--- src/rtl/inst_fetch_buffer_pkg.sv ---
// Shared fetch-path types for the fetch buffer and its neighbours.
package inst_fetch_buffer_pkg;

  typedef logic [31:0] InstAddr_t;
  typedef logic [31:0] Inst_t;
  typedef logic        Bit_t;

  typedef struct packed {
    InstAddr_t pc;
    Inst_t     inst;
    Bit_t      except;
  } FetchEntry_t;

  localparam logic [31:0] ZERO_WORD = 32'h0000_0000;

endpackage

--- src/rtl/inst_fetch_buffer_if.sv ---
// Fetch-side push, ID-side pop and the two-slot head view of the fetch buffer.
interface inst_fetch_buffer_if #(parameter int DEPTH = 8);
  import inst_fetch_buffer_pkg::*;

  localparam int CW = $clog2(DEPTH) + 1;

  logic            flush;
  logic [1:0]      push_cnt;
  InstAddr_t       push_pc;
  Inst_t           push_inst1;
  Inst_t           push_inst2;
  Bit_t            push_except;
  logic            push_ready;
  logic [1:0]      pop_cnt;
  logic            out_valid1;
  logic            out_valid2;
  InstAddr_t       out_pc1;
  InstAddr_t       out_pc2;
  Inst_t           out_inst1;
  Inst_t           out_inst2;
  Bit_t            out_except1;
  Bit_t            out_except2;
  logic [CW-1:0]   occupancy;

  // Driven by the fetch unit / ID stage side.
  modport master (
    output flush, push_cnt, push_pc, push_inst1, push_inst2, push_except, pop_cnt,
    input  push_ready, out_valid1, out_valid2, out_pc1, out_pc2,
           out_inst1, out_inst2, out_except1, out_except2, occupancy
  );

  // The buffer itself.
  modport slave (
    input  flush, push_cnt, push_pc, push_inst1, push_inst2, push_except, pop_cnt,
    output push_ready, out_valid1, out_valid2, out_pc1, out_pc2,
           out_inst1, out_inst2, out_except1, out_except2, occupancy
  );

endinterface

--- src/rtl/inst_fetch_buffer.sv ---
// Dual-push / dual-pop circular instruction queue between fetch and ID.
// The two oldest entries are presented combinationally; a pushed word is
// visible one cycle after the push (no bypass).
module inst_fetch_buffer
  import inst_fetch_buffer_pkg::*;
#(
  parameter int DEPTH = 8
) (
  input logic             clk,
  input logic             rst,
  inst_fetch_buffer_if.slave bus
);

  localparam int PW = $clog2(DEPTH);
  localparam int CW = PW + 1;
  localparam logic [CW-1:0] READY_MAX = CW'(DEPTH - 2);

  FetchEntry_t   mem [DEPTH];
  logic [PW-1:0] head;
  logic [PW-1:0] tail;
  logic [CW-1:0] cnt;

  logic [PW-1:0] head_p1;
  logic [PW-1:0] tail_p1;
  logic [1:0]    push_acc;
  logic [1:0]    pop_eff;

  assign head_p1 = head + PW'(1);
  assign tail_p1 = tail + PW'(1);

  // Readiness comes from the registered count only, so no path from ID pop.
  assign bus.push_ready = (cnt <= READY_MAX);
  assign bus.occupancy  = cnt;

  // Accepted push count (illegal 3 is dropped) and pop clamped to live entries.
  always_comb begin
    push_acc = 2'd0;
    pop_eff  = 2'd0;
    if (bus.push_ready && !bus.flush && (bus.push_cnt != 2'd3)) begin
      push_acc = bus.push_cnt;
    end
    if ((bus.pop_cnt >= 2'd2) && (cnt >= CW'(2))) begin
      pop_eff = 2'd2;
    end else if ((bus.pop_cnt != 2'd0) && (cnt != '0)) begin
      pop_eff = 2'd1;
    end
  end

  // Storage writes; contents are deliberately left alone by reset and flush.
  always_ff @(posedge clk) begin
    if (push_acc >= 2'd1) begin
      mem[tail] <= '{pc: bus.push_pc, inst: bus.push_inst1, except: bus.push_except};
    end
    if (push_acc == 2'd2) begin
      mem[tail_p1] <= '{pc: bus.push_pc + 32'd4, inst: bus.push_inst2, except: bus.push_except};
    end
  end

  // Pointer and count update; flush overrides any push or pop this cycle.
  always_ff @(posedge clk or posedge rst) begin
    if (rst) begin
      head <= '0;
      tail <= '0;
      cnt  <= '0;
    end else if (bus.flush) begin
      head <= '0;
      tail <= '0;
      cnt  <= '0;
    end else begin
      head <= head + PW'(pop_eff);
      tail <= tail + PW'(push_acc);
      cnt  <= cnt + CW'(push_acc) - CW'(pop_eff);
    end
  end

  // Two-wide head view; empty slots drive zeros.
  always_comb begin
    bus.out_valid1  = (cnt != '0);
    bus.out_valid2  = (cnt >= CW'(2));
    bus.out_pc1     = ZERO_WORD;
    bus.out_inst1   = ZERO_WORD;
    bus.out_except1 = 1'b0;
    bus.out_pc2     = ZERO_WORD;
    bus.out_inst2   = ZERO_WORD;
    bus.out_except2 = 1'b0;
    if (bus.out_valid1) begin
      bus.out_pc1     = mem[head].pc;
      bus.out_inst1   = mem[head].inst;
      bus.out_except1 = mem[head].except;
    end
    if (bus.out_valid2) begin
      bus.out_pc2     = mem[head_p1].pc;
      bus.out_inst2   = mem[head_p1].inst;
      bus.out_except2 = mem[head_p1].except;
    end
  end

endmodule
--- src/flat_wrapper.sv ---
// flat-port wrapper written by rule: the top's interface ports become plain ports
module inst_fetch_buffer_flat import inst_fetch_buffer_pkg::*;
#(
  parameter int DEPTH = 8
)
  (clk, rst, bus_flush, bus_push_cnt, bus_push_pc, bus_push_inst1, bus_push_inst2, bus_push_except, bus_pop_cnt, bus_push_ready, bus_out_valid1, bus_out_valid2, bus_out_pc1, bus_out_pc2, bus_out_inst1, bus_out_inst2, bus_out_except1, bus_out_except2, bus_occupancy);
  inst_fetch_buffer_if #(.DEPTH(DEPTH)) bus_i ();
  input logic clk;
  input logic rst;
  input wire logic [$bits(bus_i.flush)-1:0] bus_flush;
  input wire logic [$bits(bus_i.push_cnt)-1:0] bus_push_cnt;
  input wire logic [$bits(bus_i.push_pc)-1:0] bus_push_pc;
  input wire logic [$bits(bus_i.push_inst1)-1:0] bus_push_inst1;
  input wire logic [$bits(bus_i.push_inst2)-1:0] bus_push_inst2;
  input wire logic [$bits(bus_i.push_except)-1:0] bus_push_except;
  input wire logic [$bits(bus_i.pop_cnt)-1:0] bus_pop_cnt;
  output wire logic [$bits(bus_i.push_ready)-1:0] bus_push_ready;
  output wire logic [$bits(bus_i.out_valid1)-1:0] bus_out_valid1;
  output wire logic [$bits(bus_i.out_valid2)-1:0] bus_out_valid2;
  output wire logic [$bits(bus_i.out_pc1)-1:0] bus_out_pc1;
  output wire logic [$bits(bus_i.out_pc2)-1:0] bus_out_pc2;
  output wire logic [$bits(bus_i.out_inst1)-1:0] bus_out_inst1;
  output wire logic [$bits(bus_i.out_inst2)-1:0] bus_out_inst2;
  output wire logic [$bits(bus_i.out_except1)-1:0] bus_out_except1;
  output wire logic [$bits(bus_i.out_except2)-1:0] bus_out_except2;
  output wire logic [$bits(bus_i.occupancy)-1:0] bus_occupancy;
  assign bus_i.flush = bus_flush;
  assign bus_i.push_cnt = bus_push_cnt;
  assign bus_i.push_pc = bus_push_pc;
  assign bus_i.push_inst1 = bus_push_inst1;
  assign bus_i.push_inst2 = bus_push_inst2;
  assign bus_i.push_except = bus_push_except;
  assign bus_i.pop_cnt = bus_pop_cnt;
  assign bus_push_ready = bus_i.push_ready;
  assign bus_out_valid1 = bus_i.out_valid1;
  assign bus_out_valid2 = bus_i.out_valid2;
  assign bus_out_pc1 = bus_i.out_pc1;
  assign bus_out_pc2 = bus_i.out_pc2;
  assign bus_out_inst1 = bus_i.out_inst1;
  assign bus_out_inst2 = bus_i.out_inst2;
  assign bus_out_except1 = bus_i.out_except1;
  assign bus_out_except2 = bus_i.out_except2;
  assign bus_occupancy = bus_i.occupancy;
  inst_fetch_buffer #(.DEPTH(DEPTH)) u_core (.clk(clk), .rst(rst), .bus(bus_i));
endmodule
--- config.mk ---
export PLATFORM = sky130hd
export DESIGN_NAME = inst_fetch_buffer_flat
export DESIGN_NICKNAME = d
export VERILOG_FILES = /design/src/rtl/inst_fetch_buffer_pkg.sv /design/src/rtl/inst_fetch_buffer_if.sv /design/src/rtl/inst_fetch_buffer.sv /design/src/flat_wrapper.sv
export SDC_FILE = /design/constraint.sdc
export NUM_CORES = 1
export LEC_CHECK = 0
export ABC_AREA = 1
export BUFFER_PORTS_ARGS = -buffer_cell sky130_fd_sc_hd__buf_4
export CORE_AREA = 5 5 264 266
export CTS_CLUSTER_SIZE = 24
export DETAILED_ROUTE_END_ITERATION = 10
export DIE_AREA = 0 0 269 271
export HOLD_SLACK_MARGIN = 0.08
export PLACE_DENSITY = 0.7
export SETUP_SLACK_MARGIN = 0.5
export SLEW_MARGIN = 20
export SYNTH_ARGS = -nofsm -noshare
export SYNTH_HDL_FRONTEND = slang
export SYNTH_SLANG_ARGS = --single-unit
--- constraint.sdc ---
create_clock -name clk -period 6.2 [get_ports clk]
set_clock_uncertainty 0.2 [all_clocks]
set_input_delay 0.62 -clock clk [delete_from_list [all_inputs] [get_ports clk]]
set_output_delay 0.62 -clock clk [all_outputs]
set_load 0.02 [all_outputs]
======== Word level (Yosys, flattened, before mapping) ========
Memory sizes are Yosys's and may differ from the RTL's.
Cells that the tools add are included.
storage, ports and cells
  ROM bits ................................ 0
  bits in registers ....................... 10
  memories ................................ 1
  logic and storage cells ................. 40
  bits in writable memories ............... 520
  output and inout bits ................... 137
  input port bits ......................... 104
  bits in latches ......................... 0
memories
  name        depth  bits a word  rd ports  clocked after Yosys merged registers in  write ports  line                     RTL
  u_core.mem  8      65           2         0                                        2            inst_fetch_buffer.sv:18  FetchEntry_t mem [DEPTH];
operators by class
  $lt $le $gt $ge ......................... 4
  $add $sub $neg .......................... 7
  mux-type cells .......................... 16
  bitwise operators ....................... 0
  shift-type cells ........................ 0
  div/mod/pow operators ................... 0
  multipliers ............................. 0
  reductions and logical operators ........ 7
  eq/ne operators ......................... 2
operators with widths
  kind                                                                              number
  32-bit two-way mux                                                                4
  32-bit by 3-bit adder with 32-bit output, second input constant                   1
  1-bit two-way mux                                                                 7
  3-bit by 1-bit adder with 3-bit output, second input constant                     2
  3-bit by 2-bit adder with 3-bit output                                            2
  3-bit two-way mux                                                                 2
  4-bit by 2-bit adder with 4-bit output                                            1
  4-bit by 2-bit >= comparator with 1-bit output, second input constant             1
  4-bit by 3-bit less-or-equal comparator with 1-bit output, second input constant  1
  1-bit logical AND                                                                 4
  2-bit two-way mux                                                                 2
  4-bit two-way mux                                                                 1
  4-bit nonzero test                                                                1
  4-bit by 2-bit subtractor with 4-bit output                                       1
  2-bit equality test, second input constant                                        1
  2-bit by 1-bit >= comparator with 1-bit output, second input constant             1
  2-bit >= comparator, second input constant                                        1
  2-bit inequality test, second input constant                                      1
  2-bit nonzero test                                                                1
  1-bit zero test                                                                   1

======== Logic depth before layout (Yosys ltp) ========
Gate-level depths: netlist (run 1).
  word-level depth ........................ 7
  mapped depth ............................ 14
  mapped depth without buffers ............ 13

======== Worst setup path after synthesis (run 1) ========
Ideal clock, no wire load.
  kind .................................... register to register
  from .................................... register u_core.cnt[3] (netlist: u_core.bus.occupancy[3])
  to ...................................... memory u_core.mem[7][0] (netlist name), enable pin
  clock period less this slack ............ 6731 ps
  data arrival time ....................... 5953 ps
  setup slack ............................. -531 ps
  buffers on the path ..................... 0
  setup time .............................. 578 ps
  stages on the path, launching flop included .. 8
  data required time ...................... 5422 ps
  cell sequence ........................... dfrtp_1 -> inv_1 -> ha_1 -> nand2_1 -> nand2_1 -> nand2_1 -> o211ai_1 -> o21ai_0
RTL lines
  what                      line                     RTL
  start: declaration        inst_fetch_buffer.sv:21  logic [CW-1:0] cnt;
  start signal: assignment  inst_fetch_buffer.sv:72  cnt <= cnt + CW'(push_acc) - CW'(pop_eff);
  end: declaration          inst_fetch_buffer.sv:18

======== Final worst setup path (run 1) ========
  from .................................... register u_core.head[1]
  to ...................................... output bus_out_pc1[12]
between the ends
  longest elaborated chain between the ends .. 2
ends and longest elaborated chain
  what                      line                     RTL
  start: declaration        inst_fetch_buffer.sv:19  logic [PW-1:0] head;
  start signal: assignment  inst_fetch_buffer.sv:70  head <= head + PW'(pop_eff);
  memory read 8 x 65 bit    -
  32-bit two-way mux        inst_fetch_buffer.sv:86  if (bus.out_valid1) begin
  end: declaration          flat_wrapper.sv:20       output wire logic [$bits(bus_i.out_pc1)-1:0] bus_out_pc1;
No other way between the ends.

==> results of run 1 <==
[kinds of logic (layout without fill, tap and decap cells)]
logic type,after synthesis,in the layout,synth area share [%]
compound gates,1183,1183,18.4
other cells,0,3,0
buf+inv,667,700,8.81
simple gates,1942,1942,23.6
xor+xnor,23,23,0.743
fa+ha+maj,15,15,0.656
flops,530,530,47.8
[cell usage after synthesis (2+ instances only)]
library cell / instances / area share [%]
sky130_fd_sc_hd__nor2_2: 2 / 0.038
sky130_fd_sc_hd__buf_6: 12 / 0.41
sky130_fd_sc_hd__nor3_1: 66 / 1.0
sky130_fd_sc_hd__clkbuf_1: 152 / 1.7
sky130_fd_sc_hd__nand3b_1: 5 / 0.11
sky130_fd_sc_hd__buf_1: 49 / 0.55
sky130_fd_sc_hd__fa_1: 4 / 0.24
sky130_fd_sc_hd__inv_2: 3 / 0.034
sky130_fd_sc_hd__nand2_1: 1309 / 15
sky130_fd_sc_hd__ha_1: 11 / 0.41
sky130_fd_sc_hd__or2_2: 65 / 1.2
sky130_fd_sc_hd__xor2_1: 12 / 0.32
sky130_fd_sc_hd__o21ai_0: 673 / 10
sky130_fd_sc_hd__nor3_2: 4 / 0.12
sky130_fd_sc_hd__edfxtp_1: 520 / 47
sky130_fd_sc_hd__inv_1: 287 / 3.2
sky130_fd_sc_hd__o211ai_1: 66 / 1.5
sky130_fd_sc_hd__a21oi_1: 393 / 5.9
sky130_fd_sc_hd__nand3_1: 164 / 2.5
sky130_fd_sc_hd__xnor2_1: 5 / 0.13
sky130_fd_sc_hd__buf_2: 114 / 1.7
sky130_fd_sc_hd__buf_4: 50 / 1.1
sky130_fd_sc_hd__o21ai_1: 47 / 0.71
sky130_fd_sc_hd__xor2_2: 5 / 0.25
sky130_fd_sc_hd__dfrtp_1: 10 / 0.75
sky130_fd_sc_hd__nor2_1: 323 / 3.7
[state kept, by name, indices dropped and copies added (netlist names)]
name                  cells
u_core.mem              520
u_core.head               3
u_core.bus.occupancy      4
u_core.tail               3
[worst paths after layout]
check	end	slack [ps]
worst max-delay path	bus_out_pc1[12]	1240
worst min-delay path	u_core.mem[1][32]	140
worst max register to register	u_core.mem[0][15]	2490
worst min register to register	u_core.bus.occupancy[3]	500
max in group asynchronous	u_core.head[1]	4970
min in group asynchronous	u_core.bus.occupancy[3]	400
[repair_timing]
item | in CTS | in global routing
gates resized for setup | 0 | 0
hold endpoints to repair | 41 | 0
hold buffers | 5 | 0
[per-layer routing]
metal,vias up,global-route usage [%],share of wire [%]
met1,14100,39.1,39
met4,6,9.44,3.3
met2,1614,46.7,47
li1,14500,-,-
met3,236,4.83,10
met5,-,0,0.040
[stage by stage]
step	power, uW	util [%]
after detailed placement	13200	52.4
after floorplan	10000	-
after global placement	13200	52.4
final	16700	55.2
after CTS	16600	55.2
after global routing	17600	55.2
[report_power, final]
group	switching (uW)	internal, uW	total, uW	leakage [uW]
Combinational	5990	2920	8910	0.00851
Sequential	169	4210	4380	0.00483
Clock	1470	1910	3380	0.000891
Total	7630	9040	16700	0.0142
[worst max-delay path, cell delays in order, from the launching register on]
cell and delay, ps:
sky130_fd_sc_hd__dfrtp_4 660, sky130_fd_sc_hd__buf_4 690, sky130_fd_sc_hd__buf_4 970, sky130_fd_sc_hd__o21ai_0 220
sky130_fd_sc_hd__o21ai_1 170, sky130_fd_sc_hd__nor2_1 50, sky130_fd_sc_hd__nor2_1 420, sky130_fd_sc_hd__buf_4 230
[final cells by class]
type                    count  area, um^2
fillers                  6185       29900
flip-flops and latches    530       15900
multi-input cells        3163       14600
repair buffers            304        2450
clock buffers              80        1640
inverters                 290        1100
well taps                 873        1090
clock inverters            26         169
diodes                      3        7.51
==> load_flow_metrics.sql, run 1 <==
INSERT INTO impl_metrics (metric_group, metric, value, unit) VALUES
('floorplanning', 'initial_utilization', '49.7', '%'),
('global_route', 'largest_net_degree_at_the_start_of_global_routing', '217', ''),
('clock_tree', 'cts-root-to-sink-buffers', '3', ''),
('routing', 'post_drt_via_cell_ratio', '5.79', ''),
('logic_synthesis', 'synth.yosys.seq_area_share', '47.8', '%'),
('place', 'buffer_ports.inserted', '240', ''),
('timing', 'slew_headroom', '25.1', '%'),
('clock_tree', 'clock_sinks', '530', ''),
('place', 'finalWeightedCongestion', '0.889', ''),
('clock_tree', 'worst_skew_pair.late_latency', '630', 'ps'),
('hold_path', 'min-delay-path-class', 'input pin to flip-flop', ''),
('timing', 'report.final.setup_viol', '0', ''),
('critical_path', 'critical_path.endpoint_type', 'primary output', ''),
('routing', 'drtIter0Drc', '3856', ''),
('logic_synthesis', 'synthesis.yosys.warnings', '0', ''),
('clock_tree', 'clock_tree_from_tritoncts', 'yes', ''),
('power_and_ir_drop', 'power_density', '452', 'nW/um^2'),
('final_layout', 'final_cell_area_excluding_filler_cells', '36900', 'um^2'),
('final_layout', 'num-nets-final', '4466', ''),
('critical_path', 'required_time_worst_endpoint', '5380', 'ps'),
('final_layout', 'synthToLayoutAreaGrowth', '11.2', '%'),
('global_route', 'globalRouteTotalUtil', '28.7', '%'),
('global_route', 'grt_pass1_wl', '164', 'mm'),
('logic_synthesis', 'number_of_enable_type_register_cells_in_the_synthesized_netlist', '520', ''),
('place', 'dpl.cell_count', '5154', ''),
('timing', 'slew_at_the_pin_closest_to_its_max_slew_limit', '1120', 'ps'),
('logic_synthesis', 'flop_and_latch_count_out_of_synthesis', '530', ''),
('clock_tree', 'cts_inserted_buffers', '58', ''),
('final_layout', 'final_layout_size_suffix_gt1_share', '11.0', '%'),
('routing', 'route.vias.total', '30500', ''),
('logic_synthesis', 'syn_nets', '4479', ''),
('critical_path', 'r2r_start', 'u_core.tail[0]', ''),
('timing', 'final-max-slew-violation-count', '0', ''),
('timing', 'fin_crit_sh', '80.0', '%'),
('job', 'max-cap-violations', '0', ''),
('timing', 'fin_tns_setup', '0', 'ps'),
('logic_synthesis', 'syn_area_per_cell', '7.61', 'um^2'),
('critical_path', 'worstRegToRegCells', '8', ''),
('logic_synthesis', 'asyncSetResetFlopFracSynth', '1.89', '%'),
('final_layout', 'most_frequent_standard_cell_in_the_layout_excluding_fill_and_tap_cells', 'sky130_fd_sc_hd__nand2_1', ''),
('logic_synthesis', 'netlist_instances', '4360', ''),
('power_and_ir_drop', 'p_leak', '0.0142', 'uW'),
('timing', 'timing.final.hold_violations', '0', ''),
('floorplanning', 'die_area', '72900', 'um^2'),
('status', 'status', 'complete, no violations', ''),
('routing', 'final_antenna_net_count', '0', ''),
('global_route', 'grt.overflow.total', '0', ''),
('timing', 'layout_setup_ws', '1240', 'ps'),
('clock_tree', 'total_number_of_h_tree_levels', '2', ''),
('clock_tree', 'post-cts-setup-buffers', '0', ''),
('hold_path', 'hp-start', 'bus_push_inst2[31]', ''),
('place', 'worst_setup_slack_before_clock_tree_synthesis', '2040', 'ps'),
('floorplanning', 'rows', '95', ''),
('place', 'postPlaceCellArea', '35000', 'um^2'),
('timing', 'grt_setup_unrepaired', 'no', ''),
('logic_synthesis', 'synth_top_flop_cell', 'sky130_fd_sc_hd__edfxtp_1', ''),
('final_layout', 'highest_count_cells_in_the_layout_ignoring_fill_and_taps', '1309 x sky130_fd_sc_hd__nand2_1, 665 x sky130_fd_sc_hd__o21ai_0, 520 x sky130_fd_sc_hd__edfxtp_1, 393 x sky130_fd_sc_hd__a21oi_1, 319 x sky130_fd_sc_hd__nor2_1', ''),
('critical_path', 'setup.worst_path.start', 'u_core.head[1]', ''),
('logic_synthesis', 'synth_cell_types', '35', ''),
('timing', 'timing.fmax', '202', 'MHz'),
('floorplanning', 'io_pins', '241', ''),
('logic_synthesis', 'synthesis.area', '33200', 'um^2'),
('routing', 'routed_wirelength', '109', 'mm'),
('final_layout', 'finish.cell_count_without_fillers', '5269', ''),
('global_route', 'antenna_violations_before_repair', '4', ''),
('floorplanning', 'design.core.area', '66800', 'um^2'),
('timing', 'final.hold.worst_slack', '135', 'ps'),
('routing', 'drcViolationCount', '0', ''),
('clock_tree', 'clk_root_buffer_cell', 'sky130_fd_sc_hd__clkbuf_16', ''),
('floorplanning', 'die_x', '269', 'um'),
('timing', 'final.min_clock_period', '4960', 'ps');
Note: power is estimated with default switching activity, not from simulation.
==> inputs of run 2 (changes only) <==
--- a/config.mk
+++ b/config.mk
@@ -5,14 +5,14 @@
 export SDC_FILE = /design/constraint.sdc
 export NUM_CORES = 1
 export LEC_CHECK = 0
-export ABC_AREA = 1
+export ABC_AREA = 0
 export BUFFER_PORTS_ARGS = -buffer_cell sky130_fd_sc_hd__buf_4
-export CORE_AREA = 5 5 264 266
+export CORE_AREA = 5 5 261 263
 export CTS_CLUSTER_SIZE = 24
 export DETAILED_ROUTE_END_ITERATION = 10
-export DIE_AREA = 0 0 269 271
+export DIE_AREA = 0 0 266 268
 export HOLD_SLACK_MARGIN = 0.08
-export PLACE_DENSITY = 0.7
+export PLACE_DENSITY = 0.68
 export SETUP_SLACK_MARGIN = 0.5
 export SLEW_MARGIN = 20
 export SYNTH_ARGS = -nofsm -noshare
==> constraint.sdc (replaced) <==
create_clock -name clk -period 4.8 [get_ports clk]
set_clock_uncertainty 0.2 [all_clocks]
set_input_delay 0.48 -clock clk [delete_from_list [all_inputs] [get_ports clk]]
set_output_delay 0.48 -clock clk [all_outputs]
set_load 0.02 [all_outputs]
==> load_flow_metrics.sql, run 2 <==
INSERT INTO impl_metrics (metric_group, metric, value, unit) VALUES
('power_and_ir_drop', 'comb_pwr_share', '51.5', '%'),
('floorplanning', 'floorplan_die_height', '268', 'um'),
('logic_synthesis', 'synth_top_flop_cell', 'sky130_fd_sc_hd__edfxtp_1', ''),
('logic_synthesis', 'synth.cells.most_frequent', '520 x sky130_fd_sc_hd__edfxtp_1, 264 x sky130_fd_sc_hd__mux2_2, 260 x sky130_fd_sc_hd__mux4_2', ''),
('timing', 'fin_tns_setup', '0', 'ps'),
('job', 'max-cap-violations', '0', ''),
('timing', 'fin_crit_sh', '85.2', '%'),
('routing', 'drcViolationCount', '0', ''),
('routing', 'iteration_count_of_the_initial_detailed_routing_pass', '5', ''),
('floorplanning', 'die_area', '71300', 'um^2'),
('global_route', 'grt_pass1_vias', '22900', ''),
('routing', 'drt-wirelength-per-cell', '27.7', 'um'),
('critical_path', 'required_time_worst_endpoint', '4120', 'ps'),
('logic_synthesis', 'synthesis.yosys.warnings', '0', ''),
('hold_path', 'worst_hold_path.endpoint', 'u_core.mem[4][49]', ''),
('power_and_ir_drop', 'p_leak', '0.0124', 'uW'),
('clock_tree', 'total_number_of_h_tree_levels', '2', ''),
('critical_path', 'start_kind', 'flip-flop', ''),
('final_layout', 'largest_reg_flops', '520', ''),
('critical_path', 'worstRegToRegCells', '8', ''),
('floorplanning', 'io_pins', '241', ''),
('clock_tree', 'cts-root-to-sink-buffers', '3', ''),
('timing', 'slew_headroom', '21.0', '%'),
('power_and_ir_drop', 'power.internal', '12100', 'uW'),
('routing', 'routed_wirelength', '94.0', 'mm'),
('logic_synthesis', 'syn_area_per_cell', '14.6', 'um^2'),
('critical_path', 'r2r_start', 'u_core.tail[0]', ''),
('hold_path', 'hp-start', 'bus_push_pc[16]', ''),
('timing', 'timing.fmax', '245', 'MHz'),
('routing', 'final_antenna_net_count', '0', ''),
('hold_path', 'hold-path-cell-count', '2', ''),
('floorplanning', 'die_x', '266', 'um'),
('final_layout', 'num-nets-final', '2596', ''),
('critical_path', 'critical_path.endpoint_type', 'primary output', ''),
('clock_tree', 'post-cts-setup-buffers', '0', ''),
('power_and_ir_drop', 'sw_frac_of_total', '39.6', '%'),
('global_route', 'largest_net_degree_at_the_start_of_global_routing', '99', ''),
('floorplanning', 'design.core.area', '65400', 'um^2'),
('timing', 'grt_setup_unrepaired', 'no', ''),
('clock_tree', 'worst_skew_pair.late_latency', '640', 'ps'),
('global_route', 'globalRouteTotalUtil', '26.0', '%'),
('timing', 'final-max-slew-violation-count', '0', ''),
('logic_synthesis', 'asyncSetResetFlopFracSynth', '1.89', '%'),
('clock_tree', 'clock_sinks', '530', ''),
('logic_synthesis', 'synth.yosys.seq_area_share', '49.1', '%'),
('logic_synthesis', 'flop_and_latch_count_out_of_synthesis', '530', ''),
('power_and_ir_drop', 'sequentialPowerShare', '27.1', '%'),
('place', 'buffer_ports.inserted', '240', ''),
('power_and_ir_drop', 'vdd_drop_max', '0.630', 'mV'),
('status', 'status', 'complete, no violations', ''),
('logic_synthesis', 'synth.area.top_cells', 'sky130_fd_sc_hd__edfxtp_1 48%, sky130_fd_sc_hd__mux4_2 18%, sky130_fd_sc_hd__mux2_2 9.2%, sky130_fd_sc_hd__xnor2_1 3.7%, sky130_fd_sc_hd__xor2_1 2.7%', ''),
('power_and_ir_drop', 'power_frac_clock', '21.4', '%'),
('global_route', 'grt_pass1_wl', '142', 'mm'),
('final_layout', 'highest_count_cells_in_the_layout_ignoring_fill_and_taps', '520 x sky130_fd_sc_hd__edfxtp_1, 291 x sky130_fd_sc_hd__buf_4, 264 x sky130_fd_sc_hd__mux2_2, 260 x sky130_fd_sc_hd__mux4_2, 138 x sky130_fd_sc_hd__nand2_1', ''),
('logic_synthesis', 'number_of_enable_type_register_cells_in_the_synthesized_netlist', '520', ''),
('timing', 'slew_at_the_pin_closest_to_its_max_slew_limit', '1180', 'ps'),
('logic_synthesis', 'netlist_instances', '2217', ''),
('global_route', 'grt.overflow.total', '0', ''),
('logic_synthesis', 'yosysTopAreaCellShare', '48.4', '%'),
('critical_path', 'regToRegEndpoint', 'u_core.mem[1][7]', ''),
('timing', 'report.final.setup_viol', '0', ''),
('logic_synthesis', 'synthesis.area', '32300', 'um^2'),
('floorplanning', 'rows', '94', ''),
('clock_tree', 'clk_root_buffer_cell', 'sky130_fd_sc_hd__clkbuf_16', ''),
('global_route', 'antenna_violations_before_repair', '1', ''),
('place', 'worst_setup_slack_before_clock_tree_synthesis', '1180', 'ps'),
('clock_tree', 'cts.reportedPaths.clkPinSlew', '60', 'ps'),
('routing', 'drtIter0Drc', '2076', ''),
('logic_synthesis', 'synth_cell_types', '44', ''),
('floorplanning', 'initial_utilization', '49.4', '%'),
('power_and_ir_drop', 'power_density', '529', 'nW/um^2'),
('place', 'finalWeightedCongestion', '0.807', ''),
('final_layout', 'final_layout_size_suffix_gt1_share', '39.8', '%'),
('final_layout', 'antennaDiodeCount', '0', ''),
('timing', 'timing.final.hold_violations', '0', ''),
('place', 'dp_hpwl', '56.6', 'mm'),
('logic_synthesis', 'synthMostInstantiatedCell', 'sky130_fd_sc_hd__edfxtp_1', ''),
('logic_synthesis', 'syn_nets', '2336', ''),
('routing', 'route.vias.total', '21600', ''),
('routing', 'post_drt_via_cell_ratio', '6.38', ''),
('power_and_ir_drop', 'post-layout-total-power', '20100', 'uW'),
('timing', 'final.min_clock_period', '4090', 'ps'),
('critical_path', 'setup.reg_to_reg.worst_slack', '780', 'ps'),
('critical_path', 'worst_setup_path_type', 'flip-flop to primary output', ''),
('clock_tree', 'clock_tree_from_tritoncts', 'yes', ''),
('final_layout', 'registers.top_by_ff_count', 'u_core.mem', ''),
('final_layout', 'most_frequent_standard_cell_in_the_layout_excluding_fill_and_tap_cells', 'sky130_fd_sc_hd__edfxtp_1', ''),
('clock_tree', 'cts_inserted_buffers', '58', ''),
('critical_path', 'arrival_time_worst_endpoint', '3410', 'ps'),
('final_layout', 'synthToLayoutAreaGrowth', '17.4', '%'),
('logic_synthesis', 'post-synth-top-area-cell', 'sky130_fd_sc_hd__edfxtp_1', ''),
('timing', 'layout_setup_ws', '710', 'ps'),
('hold_path', 'min-delay-path-class', 'input pin to flip-flop', ''),
('critical_path', 'worst_path_maximum_fanout', '40', ''),
('power_and_ir_drop', 'power_switching', '7940', 'uW');
==> run 2: changes by cell type after synthesis, sizes merged, moves of 101 or more <==
cell	delta
nand2	-1163
o21ai	-714
a21oi	-328
inv	-273
mux2	+264
mux4	+260
nor2	-250
xnor2	+132
nor4	+101
==> run 2: kinds of logic after synthesis <==
group,count (synthesis),share of synthesized area (%)
fa+ha+maj,15,0.674
buf+inv,242,3.51
flops,530,49.1
compound gates,77,1.24
simple gates,525,9.60
mux,589,29.4
xor+xnor,239,6.48
==> run 2: metrics by stage <==
step / std cells / utilization (%) / instance area, um^2 / hold slack [ps]
floorplan: 2217 / - / 32300 / 120
global placement: 3155 / 53.3 / 34900 / 325
detailed placement: 3155 / 53.3 / 34900 / 332
CTS: 3391 / 58.0 / 37900 / 80.3
global route: 3391 / 58.0 / 37900 / 109
finish: 3391 / 58.0 / 37900 / 104
==> run 2: area by class of cell <==
| type | count | area [um^2] |
|---|---|---|
| clock buffers | 72 | 1530 |
| clock inverters | 38 | 274 |
| fillers | 5107 | 27500 |
| inverters | 17 | 63.8 |
| multi-input cells | 1445 | 15500 |
| flip-flops and latches | 530 | 15900 |
| well taps | 864 | 1080 |
| repair buffers | 425 | 3610 |
==> run 2: worst max-delay path: stages, from the launching register on <==
cell	delay [ps]
sky130_fd_sc_hd__dfrtp_4	480
sky130_fd_sc_hd__buf_4	560
sky130_fd_sc_hd__buf_4	630
sky130_fd_sc_hd__mux4_2	570
sky130_fd_sc_hd__nand2_1	90
sky130_fd_sc_hd__a21oi_1	150
sky130_fd_sc_hd__buf_4	270
==> run 2: worst max path at each step <==
stage / startpoint / end / depth (start not counted)
after floorplan: u_core.bus.occupancy[3] / u_core.mem[2][0] / 6
final: u_core.head[0] / bus_out_pc2[3] / 6
after global placement: u_core.bus.occupancy[3] / u_core.mem[2][22] / 7
after detailed placement: u_core.bus.occupancy[3] / u_core.mem[2][10] / 7
after CTS: u_core.head[0] / bus_out_pc2[3] / 6
after global routing: u_core.head[0] / bus_out_pc2[3] / 6
==> run 2: repair_timing <==
| action | 4_1_cts | 5_1_grt |
|---|---|---|
| hold buffers | 126 | 0 |
| endpoints found under the hold margin | 448 | 0 |
| gates resized for setup | 0 | 0 |
==> run 2: power by group through the flow <==
stage	Sequential (uW)	Clock [uW]	Combinational [uW]
6_report	5440	4290	10300
5_1_grt	5460	4520	11000
4_1_cts	5440	4340	10400
3_5_place_dp	5540	0	10300
3_3_place_gp	5530	0	10200
2_1_floorplan	5460	0	6700
==> run 2: metal layers <==
metal	routed length, um	track usage [%]
met1	36400	34.5
met4	2610	7.86
met5	13	0
met2	48000	45.0
met3	6980	3.71
